`config.mk`:
```
export PLATFORM = sky130hd
export DESIGN_NAME = mem_arb
export DESIGN_NICKNAME = d
export VERILOG_FILES = /design/src/rtl/mem_arb_pkg.sv /design/src/rtl/mem_arb_wdog.sv /design/src/rtl/mem_arb.sv
export SDC_FILE = /design/constraint.sdc
export NUM_CORES = 1
export LEC_CHECK = 0
export CAP_MARGIN = 20
export CORE_AREA = 2 2 110 112
export DETAILED_ROUTE_END_ITERATION = 6
export DIE_AREA = 0 0 112 114
export MAX_ROUTING_LAYER = met4
export PLACE_DENSITY = 0.92
export SYNTH_ARGS = -nofsm -noshare
export SYNTH_HDL_FRONTEND = slang
export SYNTH_SLANG_ARGS = --single-unit
```
`constraint.sdc`:
```
create_clock -name clk -period 3.4 [get_ports clk]
set_input_delay 0.68 -clock clk [delete_from_list [all_inputs] [get_ports clk]]
set_output_delay 0.68 -clock clk [all_outputs]
set_load 0.02 [all_outputs]
```
`src/rtl/mem_arb_pkg.sv`:
```
// mem_arb_pkg
// Shared definitions for the memory arbiter slice: the arbiter FSM state
// encoding and the default fairness / watchdog parameters.
package mem_arb_pkg;

    typedef enum logic [1:0] {
        IDLE   = 2'd0,
        BUSY_I = 2'd1,
        BUSY_D = 2'd2,
        RESP   = 2'd3
    } state_t;

    localparam int DEFAULT_FAIR_LIMIT = 4;
    localparam int DEFAULT_TIMEOUT    = 255;

endpackage

```
`src/rtl/mem_arb_wdog.sv`:
```
// mem_arb_wdog
// Busy-cycle watchdog for the memory arbiter. Counts cycles spent waiting
// for m_ack and flags the last allowed busy cycle.
//   clk     : clock, rising edge
//   rst     : asynchronous reset, active low
//   clear   : restart the count (a new grant is being made)
//   busy    : arbiter is waiting on memory this cycle
//   expired : this is busy cycle number TIMEOUT with no ack yet
module mem_arb_wdog
    import mem_arb_pkg::*;
#(
    parameter int TIMEOUT = DEFAULT_TIMEOUT
) (
    input  logic clk,
    input  logic rst,
    input  logic clear,
    input  logic busy,
    output logic expired
);

    localparam int            CW   = (TIMEOUT > 1) ? $clog2(TIMEOUT) : 1;
    localparam logic [CW-1:0] LAST = CW'(TIMEOUT - 1);

    logic [CW-1:0] busy_cnt;

    always_ff @(posedge clk or negedge rst) begin
        if (!rst) begin
            busy_cnt <= '0;
        end else if (clear) begin
            busy_cnt <= '0;
        end else if (busy) begin
            busy_cnt <= busy_cnt + CW'(1);
        end
    end

    // The counter is zero in the first busy cycle, so LAST marks busy cycle TIMEOUT.
    assign expired = busy && (busy_cnt == LAST);

endmodule

```
`src/rtl/mem_arb.sv`:
```
// mem_arb
// Two-master (instruction fetch / data) arbiter in front of a single
// memory port. One transaction at a time: grant, wait for m_ack (or a
// watchdog abort), then a one-cycle response pulse to the owner.
//   clk, rst                      : clock and asynchronous active-low reset
//   if_req/if_addr                : fetch request, held until if_gnt
//   if_gnt, if_rvalid             : fetch accept / completion pulses
//   d_req/d_we/d_be/d_addr/d_wdata: data request, held until d_gnt
//   d_gnt, d_rvalid               : data accept / completion pulses
//   rdata, err                    : registered response, err = timeout abort
//   m_req/m_we/m_be/m_addr/m_wdata: memory request with latched payload
//   m_ack, m_rdata                : memory handshake and read data
module mem_arb
    import mem_arb_pkg::*;
#(
    parameter int FAIR_LIMIT = DEFAULT_FAIR_LIMIT,
    parameter int TIMEOUT    = DEFAULT_TIMEOUT
) (
    input  logic        clk,
    input  logic        rst,
    input  logic        if_req,
    input  logic [31:0] if_addr,
    output logic        if_gnt,
    output logic        if_rvalid,
    input  logic        d_req,
    input  logic        d_we,
    input  logic [3:0]  d_be,
    input  logic [31:0] d_addr,
    input  logic [31:0] d_wdata,
    output logic        d_gnt,
    output logic        d_rvalid,
    output logic [31:0] rdata,
    output logic        err,
    output logic        m_req,
    output logic        m_we,
    output logic [3:0]  m_be,
    output logic [31:0] m_addr,
    output logic [31:0] m_wdata,
    input  logic        m_ack,
    input  logic [31:0] m_rdata
);

    localparam logic [2:0] FAIR_MAX = 3'(FAIR_LIMIT);

    state_t      state, state_nxt;
    logic [2:0]  fair_cnt, fair_cnt_nxt;
    logic        if_gnt_nxt, d_gnt_nxt, if_rvalid_nxt, d_rvalid_nxt;
    logic        m_req_nxt, m_we_nxt, err_nxt;
    logic [3:0]  m_be_nxt;
    logic [31:0] m_addr_nxt, m_wdata_nxt, rdata_nxt;
    logic        grant;
    logic        busy;
    logic        expired;

    assign busy = (state == BUSY_I) || (state == BUSY_D);

    mem_arb_wdog #(
        .TIMEOUT (TIMEOUT)
    ) u_wdog (
        .clk     (clk),
        .rst     (rst),
        .clear   (grant),
        .busy    (busy),
        .expired (expired)
    );

    // Next-state and next-output logic. Every output is registered, so the
    // grant pulse and m_req appear together right after the grant edge, and
    // the rvalid pulse coincides exactly with the RESP cycle.
    always_comb begin
        state_nxt     = state;
        fair_cnt_nxt  = fair_cnt;
        grant         = 1'b0;
        if_gnt_nxt    = 1'b0;
        d_gnt_nxt     = 1'b0;
        if_rvalid_nxt = 1'b0;
        d_rvalid_nxt  = 1'b0;
        m_req_nxt     = m_req;
        m_we_nxt      = m_we;
        m_be_nxt      = m_be;
        m_addr_nxt    = m_addr;
        m_wdata_nxt   = m_wdata;
        rdata_nxt     = rdata;
        err_nxt       = err;

        case (state)
            IDLE: begin
                // Data has priority unless fetch has been starved FAIR_LIMIT times.
                if (d_req && !(if_req && (fair_cnt == FAIR_MAX))) begin
                    grant       = 1'b1;
                    state_nxt   = BUSY_D;
                    d_gnt_nxt   = 1'b1;
                    m_req_nxt   = 1'b1;
                    m_we_nxt    = d_we;
                    m_be_nxt    = d_be;
                    m_addr_nxt  = d_addr;
                    m_wdata_nxt = d_wdata;
                    if (if_req && (fair_cnt < FAIR_MAX)) begin
                        fair_cnt_nxt = fair_cnt + 3'd1;
                    end
                end else if (if_req) begin
                    grant        = 1'b1;
                    state_nxt    = BUSY_I;
                    if_gnt_nxt   = 1'b1;
                    m_req_nxt    = 1'b1;
                    m_we_nxt     = 1'b0;
                    m_be_nxt     = 4'hF;
                    m_addr_nxt   = if_addr;
                    m_wdata_nxt  = 32'h0;
                    fair_cnt_nxt = 3'd0;
                end
            end
            BUSY_I, BUSY_D: begin
                // An ack in the watchdog's last cycle still completes normally.
                if (m_ack) begin
                    state_nxt     = RESP;
                    m_req_nxt     = 1'b0;
                    rdata_nxt     = m_we ? 32'h0 : m_rdata;
                    err_nxt       = 1'b0;
                    if_rvalid_nxt = (state == BUSY_I);
                    d_rvalid_nxt  = (state == BUSY_D);
                end else if (expired) begin
                    state_nxt     = RESP;
                    m_req_nxt     = 1'b0;
                    rdata_nxt     = 32'h0;
                    err_nxt       = 1'b1;
                    if_rvalid_nxt = (state == BUSY_I);
                    d_rvalid_nxt  = (state == BUSY_D);
                end
            end
            RESP: begin
                state_nxt = IDLE;
            end
            default: begin
                state_nxt = IDLE;
            end
        endcase
    end

    // State and registered outputs; reset drops any in-flight transaction.
    always_ff @(posedge clk or negedge rst) begin
        if (!rst) begin
            state     <= IDLE;
            fair_cnt  <= 3'd0;
            if_gnt    <= 1'b0;
            d_gnt     <= 1'b0;
            if_rvalid <= 1'b0;
            d_rvalid  <= 1'b0;
            m_req     <= 1'b0;
            m_we      <= 1'b0;
            m_be      <= 4'h0;
            m_addr    <= 32'h0;
            m_wdata   <= 32'h0;
            rdata     <= 32'h0;
            err       <= 1'b0;
        end else begin
            state     <= state_nxt;
            fair_cnt  <= fair_cnt_nxt;
            if_gnt    <= if_gnt_nxt;
            d_gnt     <= d_gnt_nxt;
            if_rvalid <= if_rvalid_nxt;
            d_rvalid  <= d_rvalid_nxt;
            m_req     <= m_req_nxt;
            m_we      <= m_we_nxt;
            m_be      <= m_be_nxt;
            m_addr    <= m_addr_nxt;
            m_wdata   <= m_wdata_nxt;
            rdata     <= rdata_nxt;
            err       <= err_nxt;
        end
    end

endmodule

```
==> results of run 1 <==
-- sequential cells by signal, indices dropped and copies added (netlist names) --
register / count
rdata: 32
m_wdata: 32
m_we: 1
if_rvalid: 1
fair_cnt: 3
d_rvalid: 1
m_req: 1
err: 1
if_gnt: 1
m_be: 4
d_gnt: 1
m_addr: 32
u_wdog.busy_cnt: 8
state: 2
-- worst register-to-register path: cells and delay by family (launching register included) --
family	cells	cell delay, ns
DFF	1	0.41
adders and majority gates	1	0.36
and+or+nand+nor	2	0.25
AOI/OAI and AO/OA	1	0.25
buffers and inverters	3	0.83
-- layout make-up --
cell class | count | share of cell area
clock buffers | 23 | 0.0589
clock inverters | 8 | 0.0148
inverters | 6 | 0.00278
multi-input cells | 345 | 0.224
flip-flops and latches | 120 | 0.370
well taps | 147 | 0.0227
repair buffers | 249 | 0.307
-- routing by layer --
| metal | track usage | part of all wire | vias to the layer above |
|---|---|---|---|
| met4 | 0.101 | 0.024 | 0 |
| met5 | - | 0 | - |
| met1 | 0.282 | 0.38 | 2266 |
| met2 | 0.417 | 0.52 | 232 |
| li1 | - | - | 2185 |
| met3 | 0.0770 | 0.080 | 28 |
-- stage by stage --
step,utilization,power [mW]
3_3_place_gp,0.642,5.91
5_1_grt,0.693,8.33
3_5_place_dp,0.642,6.10
4_1_cts,0.693,7.95
2_1_floorplan,-,4.41
6_report,0.693,7.89
-- final timing paths --
| kind | endpoint | slack [ns] | depth (start not counted) |
|---|---|---|---|
| setup / recovery | m_be[3]$_DFFE_PN0N_ | 1.21 | 6 |
| hold / removal | m_wdata[9]$_DFFE_PN0N_ | 0.28 | 1 |
| setup reg to reg | m_be[3]$_DFFE_PN0N_ | 1.23 | 7 |
| hold reg to reg | m_be[0]$_DFFE_PN0N_ | 0.47 | 2 |
| max in group asynchronous | rdata[13]$_DFFE_PN0P_ | 2.29 | 2 |
| min in group clk | m_be[0]$_DFFE_PN0N_ | 0.47 | 2 |
-- cell families after synthesis --
kind of cell,count (synthesis),synth area share
buffers and inverters,42,0.0450
xor gates and xnor gates,6,0.0105
and+or+nand+nor,241,0.200
DFF,120,0.597
AOI/OAI and AO/OA,90,0.128
adders and majority gates,7,0.0174
muxes,1,0.00224
-- layout by cell type, fill, tap and decap left out, types with 2 or more instances in the layout --
cell / instances
a211oi_1: 2
a21o_1: 3
a21oi_1: 7
a22o_1: 33
a31oi_1: 35
and3_1: 5
buf_4: 5
bufinv_16: 3
clkbuf_1: 3
clkbuf_16: 17
clkbuf_8: 3
clkdlybuf4s50_1: 243
clkinv_2: 3
clkinvlp_4: 2
dfrtp_1: 120
ha_1: 7
inv_1: 6
nand2_1: 144
nand3_1: 34
nand4_1: 2
nor2_1: 45
o21ai_0: 8
xor2_1: 5
-- where the power goes --
part / internal (mW) / switching, mW
Combinational: 1.66 / 1.98
Sequential: 2.07 / 0.378
Clock: 1.20 / 0.601
==> out/qor.csv, run 1 <==
stage,metric,value,unit
timing,finalCriticalPeriod,2.19,ns
placed_design,post_dp_cell_area,7520,µm²
power,p_leak,3.66,nW
floorplanning,die_w,112,µm
global_routing,antenna_found_initial,0,
drt,first_pass_iters,5,
clock_tree,cts-buffers-inserted,17,
layout,area_delta_synth_final,61.4,%
clock_tree,cts_root_buf,clkbuf_16,
layout,final_cell_area,8110,µm²
synth,async_flop_share,1.00,
drt,drc,0,
synth,yosys.area.top_type_share,0.597,
clock_tree,cts_tree,built,
layout,drive_gt1_frac,0.0586,
timing,setup_viol_count_final,0,
timing,clock.fmax,0.456,GHz
setup_path,crit_slowest_cell,clkdlybuf4s50_1,
timing,worst_slack,1.21,ns
setup_path,cp-end-kind,flop,
clock_tree,htree_num_levels,4,
synth,yosysTopAreaCell,dfrtp_1,
setup_path,crit_start,d_req,
power,p_per_area,972,nW/µm²
setup_path,worstReg2RegStart,state[1]$_DFFE_PN0P_,
power,max-vdd-ir-drop,0.533,mV
setup_path,startpoint_type,input pin,
synth,ys.flop_type,dfrtp_1,
drt,wirelength,15.2,mm
setup_path,cp_max_fo,75,
global_routing,grt_max_degree,76,
setup_path,cp_top_family,buffers and inverters,
synth,yosysMostFrequentCell,nand2_1,
timing,setup_tns,0,ns
placed_design,place_ws,0.795,ns
timing,grt_setup_unrepaired,false,
synth,synth.cell_area,5030,µm²
clock_tree,clkTransAtPathRegs,0.05,ns
placed_design,io_buffers,244,
setup_path,crit_buf_inv,2,
setup_path,critical_path_class,input pin to flop,
placed_design,gp_congestion,0.840,
clock_tree,postCtsSetupBuffers,0,
drt,vias,4711,
setup_path,arrival,2.53,ns
drt,via_per_inst,5.25,
layout,multi_input_area,1820,µm²
clock_tree,clock_path_buffers,2,
setup_path,slowest_delay,0.69,ns
floorplanning,core,11700,µm²
floorplanning,dieArea,12800,µm²
flow_run,cap_violations,0,
floorplanning,start_util,0.429,
synth,ys_seq_elements,120,
clock_tree,cts_hold_buf,0,
timing,worst_pin_slew,0.730,ns
floorplanning,die_h,114,µm
setup_path,cp_data_required_time,3.74,ns
synth,synth_fp_nets,652,
layout,diodes,0,
floorplanning,rows,40,
drt,avgRoutedWirePerCell,17.0,µm
placed_design,dp_hpwl,10.8,mm
global_routing,grt_pass1_vias,4797,
layout,fin_cells,898,
drt,ant_nets,0,
synth,synth-seq-area-share,0.597,
layout,nFillCells,856,
global_routing,grt_pass1_wl,24.3,mm
synth,synth_edf_count,0,
timing,slew_headroom,0.512,
synth,synthTopCellsByArea,"dfrtp_1 (60%), nand2_1 (11%), a22o_1 (5.7%), a31oi_1 (4.4%), nor2_1 (3.5%)",
setup_path,cp_cell_sequence,clkdlybuf4s50_1 -> nor2_1 -> nor2_4 -> buf_4 -> o21ai_0 -> nand2_1,
floorplanning,ios,245,
synth,postSynthAreaPerCell,9.92,µm²
layout,nets,884,
layout,seqCellArea,3000,µm²
global_routing,grt_overflow,0,
synth,yosys_warnings,0,
clock_tree,cts.sinks,120,
placed_design,placed_cells,867,
timing,finalCritPeriodShare,0.645,
outcome,status,completed,
global_routing,grt_util_all_layers,0.249,
timing,finalMaxSlewViolations,0,
timing,hold_violations,0,
synth,synth_common_cells,"nand2_1 (144), dfrtp_1 (120), nor2_1 (47), a31oi_1 (35), nand3_1 (34)",
synth,ys_types,33,
timing,whs,0.283,ns
min_path,hold_path.class,input pin to async pin,
timing,clock-skew-final,0.00519,ns
clock_tree,insertion_delay,0.41,ns
drt,first_iter_violations,367,
clock_tree,post_cts_resized,0,
synth,syn_inst,507,
Power figures use the tool's default switching activity.
==> run 2, diff against run 1 <==
Settings changed: CORE_AREA 2 2 110 112 to 2 2 114 116, DIE_AREA 0 0 112 114 to 0 0 116 118, PLACE_DENSITY 0.92 to 0.87.
Clock period 3.4 ns to 2.2 ns, I/O delays scaled along.
==> run 2 against run 1 <==
Net effect:
- sequential power rose by 56%
- total power increased by 56%
- register-to-register slack worse by 0.70 ns
- cell count grew 4.3%
- critical endpoint is now m_we
- largest power group unchanged
- highest routed layer unchanged
==> out/qor.csv, run 2 (synthesis gave the netlist of run 1 again) <==
stage,metric,value,unit,change
power,p_int,7.73,mW,+57%
global_routing,grt_max_degree,81,,+6.6%
layout,layout_commonest_cell,clkdlybuf4s50_1,,
timing,grt_setup_unrepaired,false,,
floorplanning,dieArea,13700,µm²,+7.2%
setup_path,cp_max_fo,3,,-96%
timing,finalMaxSlewViolations,0,,unchanged
drt,vias,4649,,-1.3%
global_routing,grt_overflow,0,,unchanged
setup_path,crit_cells,1,,-5
drt,wirelength,15.0,mm,-1.7%
global_routing,met1_usage,0.270,,-0.0116
clock_tree,clock_path_buffers,2,,unchanged
drt,ant_nets,0,,unchanged
global_routing,grt_pass1_vias,4726,,-1.5%
drt,first_iter_violations,404,,+10%
setup_path,arrival,1.49,ns,-1.04 ns
setup_path,crit_buf_inv,1,,-1
floorplanning,die_h,118,µm,+3.5%
drt,avgRoutedWirePerCell,16.0,µm,-5.8%
timing,setup_tns,0,ns,unchanged
global_routing,grt_pass1_wl,23.8,mm,-1.9%
setup_path,rr_endpoint,m_wdata[3]$_DFFE_PN0N_,,
layout,nFillCells,957,,+12%
drt,via_per_inst,4.96,,-5.4%
global_routing,grt_util_all_layers,0.231,,-0.0182
floorplanning,ios,245,,unchanged
timing,worst_slack,0.271,ns,-0.937 ns
floorplanning,die_w,116,µm,+3.6%
global_routing,grtUsageMet3,0.0561,,-0.0209
setup_path,rrSetupSlack,0.53,ns,-0.70 ns
power,comb_power_share,0.467,,+0.006
setup_path,cp-end-kind,primary output,,
power,p_seq_frac,0.310,,about the same
timing,clock.fmax,0.518,GHz,
floorplanning,start_util,0.405,,-0.0243
setup_path,crit_slowest_cell,clkdlybuf4s50_1,,
timing,clock-skew-final,0.00532,ns,+0.000124 ns
global_routing,met2_usage,0.379,,-0.0376
placed_design,place_ws,0.146,ns,-0.649 ns
timing,slew_headroom,0.715,,+0.203
setup_path,critical_path_class,flop to primary output,,
timing,setup_viol_count_final,0,,unchanged
global_routing,antenna_found_initial,1,,+1
drt,first_pass_iters,4,,-1
clock_tree,cts.sinks,120,,unchanged
layout,final_cell_mix,"clkdlybuf4s50_1 (243), nand2_1 (144), dfrtp_1 (120)",,
placed_design,gp_congestion,0.814,,-3.0%
placed_design,io_buffers,244,,unchanged
clock_tree,postCtsSetupBuffers,0,,unchanged
setup_path,startpoint_type,flop,,
setup_path,worstReg2RegStart,fair_cnt[0]$_DFFE_PN0P_,,
timing,hold_violations,0,,unchanged
setup_path,reg2reg_depth,7,,unchanged
setup_path,cp_data_required_time,1.76,ns,-1.98 ns
setup_path,crit_start,m_we$_DFFE_PN0N_,,
clock_tree,insertion_delay,0.41,ns,about the same
floorplanning,core,12400,µm²,+6.0%
timing,whs,0.461,ns,+0.177 ns
clock_tree,htree_num_levels,4,,unchanged
clock_tree,cts-buffers-inserted,17,,unchanged
layout,nets,896,,+1.4%
power,power.switching,4.56,mW,+54%
global_routing,busiest_layer,met2,,
placed_design,dp_hpwl,11.1,mm,+2.6%
timing,finalCritPeriodShare,0.877,,
setup_path,cp_top_family,buffers and inverters,,
clock_tree,clkTransAtPathRegs,0.05,ns,about the same
outcome,status,completed,,
clock_tree,cts_root_buf,clkbuf_16,,
setup_path,crit_end,m_we,,
clock_tree,cts_tree,built,,
flow_run,cap_violations,0,,unchanged
min_path,hold_path.class,flop to flop,,
power,max-vdd-ir-drop,0.684,mV,+28%
layout,top_regs,"m_addr (32), m_wdata (32), rdata (32)",,
layout,drive_gt1_frac,0.0720,,+0.0134
timing,finalCriticalPeriod,1.93,ns,
drt,drc,0,,unchanged
power,p_leak,3.74,nW,+2.2%
power,p_per_area,1480,nW/µm²,+52%
layout,area_delta_synth_final,65.0,%,
power,switching_share,0.371,,-0.00369
power,pwr-share-clk,0.224,,-0.005
setup_path,cp_cell_sequence,clkdlybuf4s50_1,,
setup_path,slowest_delay,0.66,ns,-0.03 ns
floorplanning,rows,41,,+2.5%
timing,worst_pin_slew,0.428,ns,-0.302 ns
[run 2: changes by cell type in the layout (fill, tap and decap cells not counted), sizes merged]
cell	before	now
buf	6	17
clkinv	3	5
clkinvlp	2	1
diode	0	1
dlygate4sd3	0	1
[run 2: worst min-delay path: stages (launching register included)]
cell,delay [ns]
dfrtp_1,0.34
nand2_1,0.05
nand2_1,0.04
[run 2: cell type report]
class	instances	area, µm²	area share
Antenna cell	1	2.50	0.000302
Clock buffer	23	468	0.0564
Clock inverter	9	123	0.0148
Inverter	6	22.5	0.00271
Multi-Input combinational cell	345	1820	0.219
Sequential cell	120	3000	0.362
Tap cell	172	215	0.0259
Timing Repair Buffer	261	2650	0.319
[run 2: worst min-delay path by stage]
stage	start	to	slack (ns)	cells past startpoint
3_5_place_dp	rst	m_wdata[5]$_DFFE_PN0N_	0.41	1
3_3_place_gp	rst	m_wdata[3]$_DFFE_PN0N_	0.40	1
2_1_floorplan	rst	d_gnt$_DFF_PN0_	0.14	0
6_report	m_wdata[0]$_DFFE_PN0N_	m_wdata[0]$_DFFE_PN0N_	0.46	2
5_1_grt	m_wdata[21]$_DFFE_PN0N_	m_wdata[21]$_DFFE_PN0N_	0.48	2
4_1_cts	m_wdata[0]$_DFFE_PN0N_	m_wdata[0]$_DFFE_PN0N_	0.47	2
[run 2: stage by stage]
step	power, mW	instance area (µm²)	instances	utilization
2_1_floorplan	6.81	5030	507	-
3_3_place_gp	9.34	7690	903	0.620
3_5_place_dp	9.59	7690	903	0.620
4_1_cts	12.4	8290	936	0.668
5_1_grt	13.0	8300	937	0.668
6_report	12.3	8300	937	0.668
[run 2: repair_timing]
action                     4_1_cts  5_1_grt
gates resized for setup          0        0
setup endpoints to repair        0        0
hold endpoints to repair        30        0
hold buffers                     1        0
[run 2: power groups by stage]
stage	logic (mW)	clock network (mW)	registers, mW
floorplan	2.00	0	4.81
finish	5.74	2.75	3.81
CTS	5.79	2.80	3.81
global placement	5.59	0	3.76
global route	6.19	2.91	3.92
detailed placement	5.76	0	3.83
[run 2: routing by layer]
| metal | share of wire | up-vias |
|---|---|---|
| met1 | 0.40 | 2213 |
| met3 | 0.071 | 25 |
| li1 | - | 2209 |
| met4 | 0.022 | 0 |
| met2 | 0.50 | 202 |
| met5 | 0 | - |
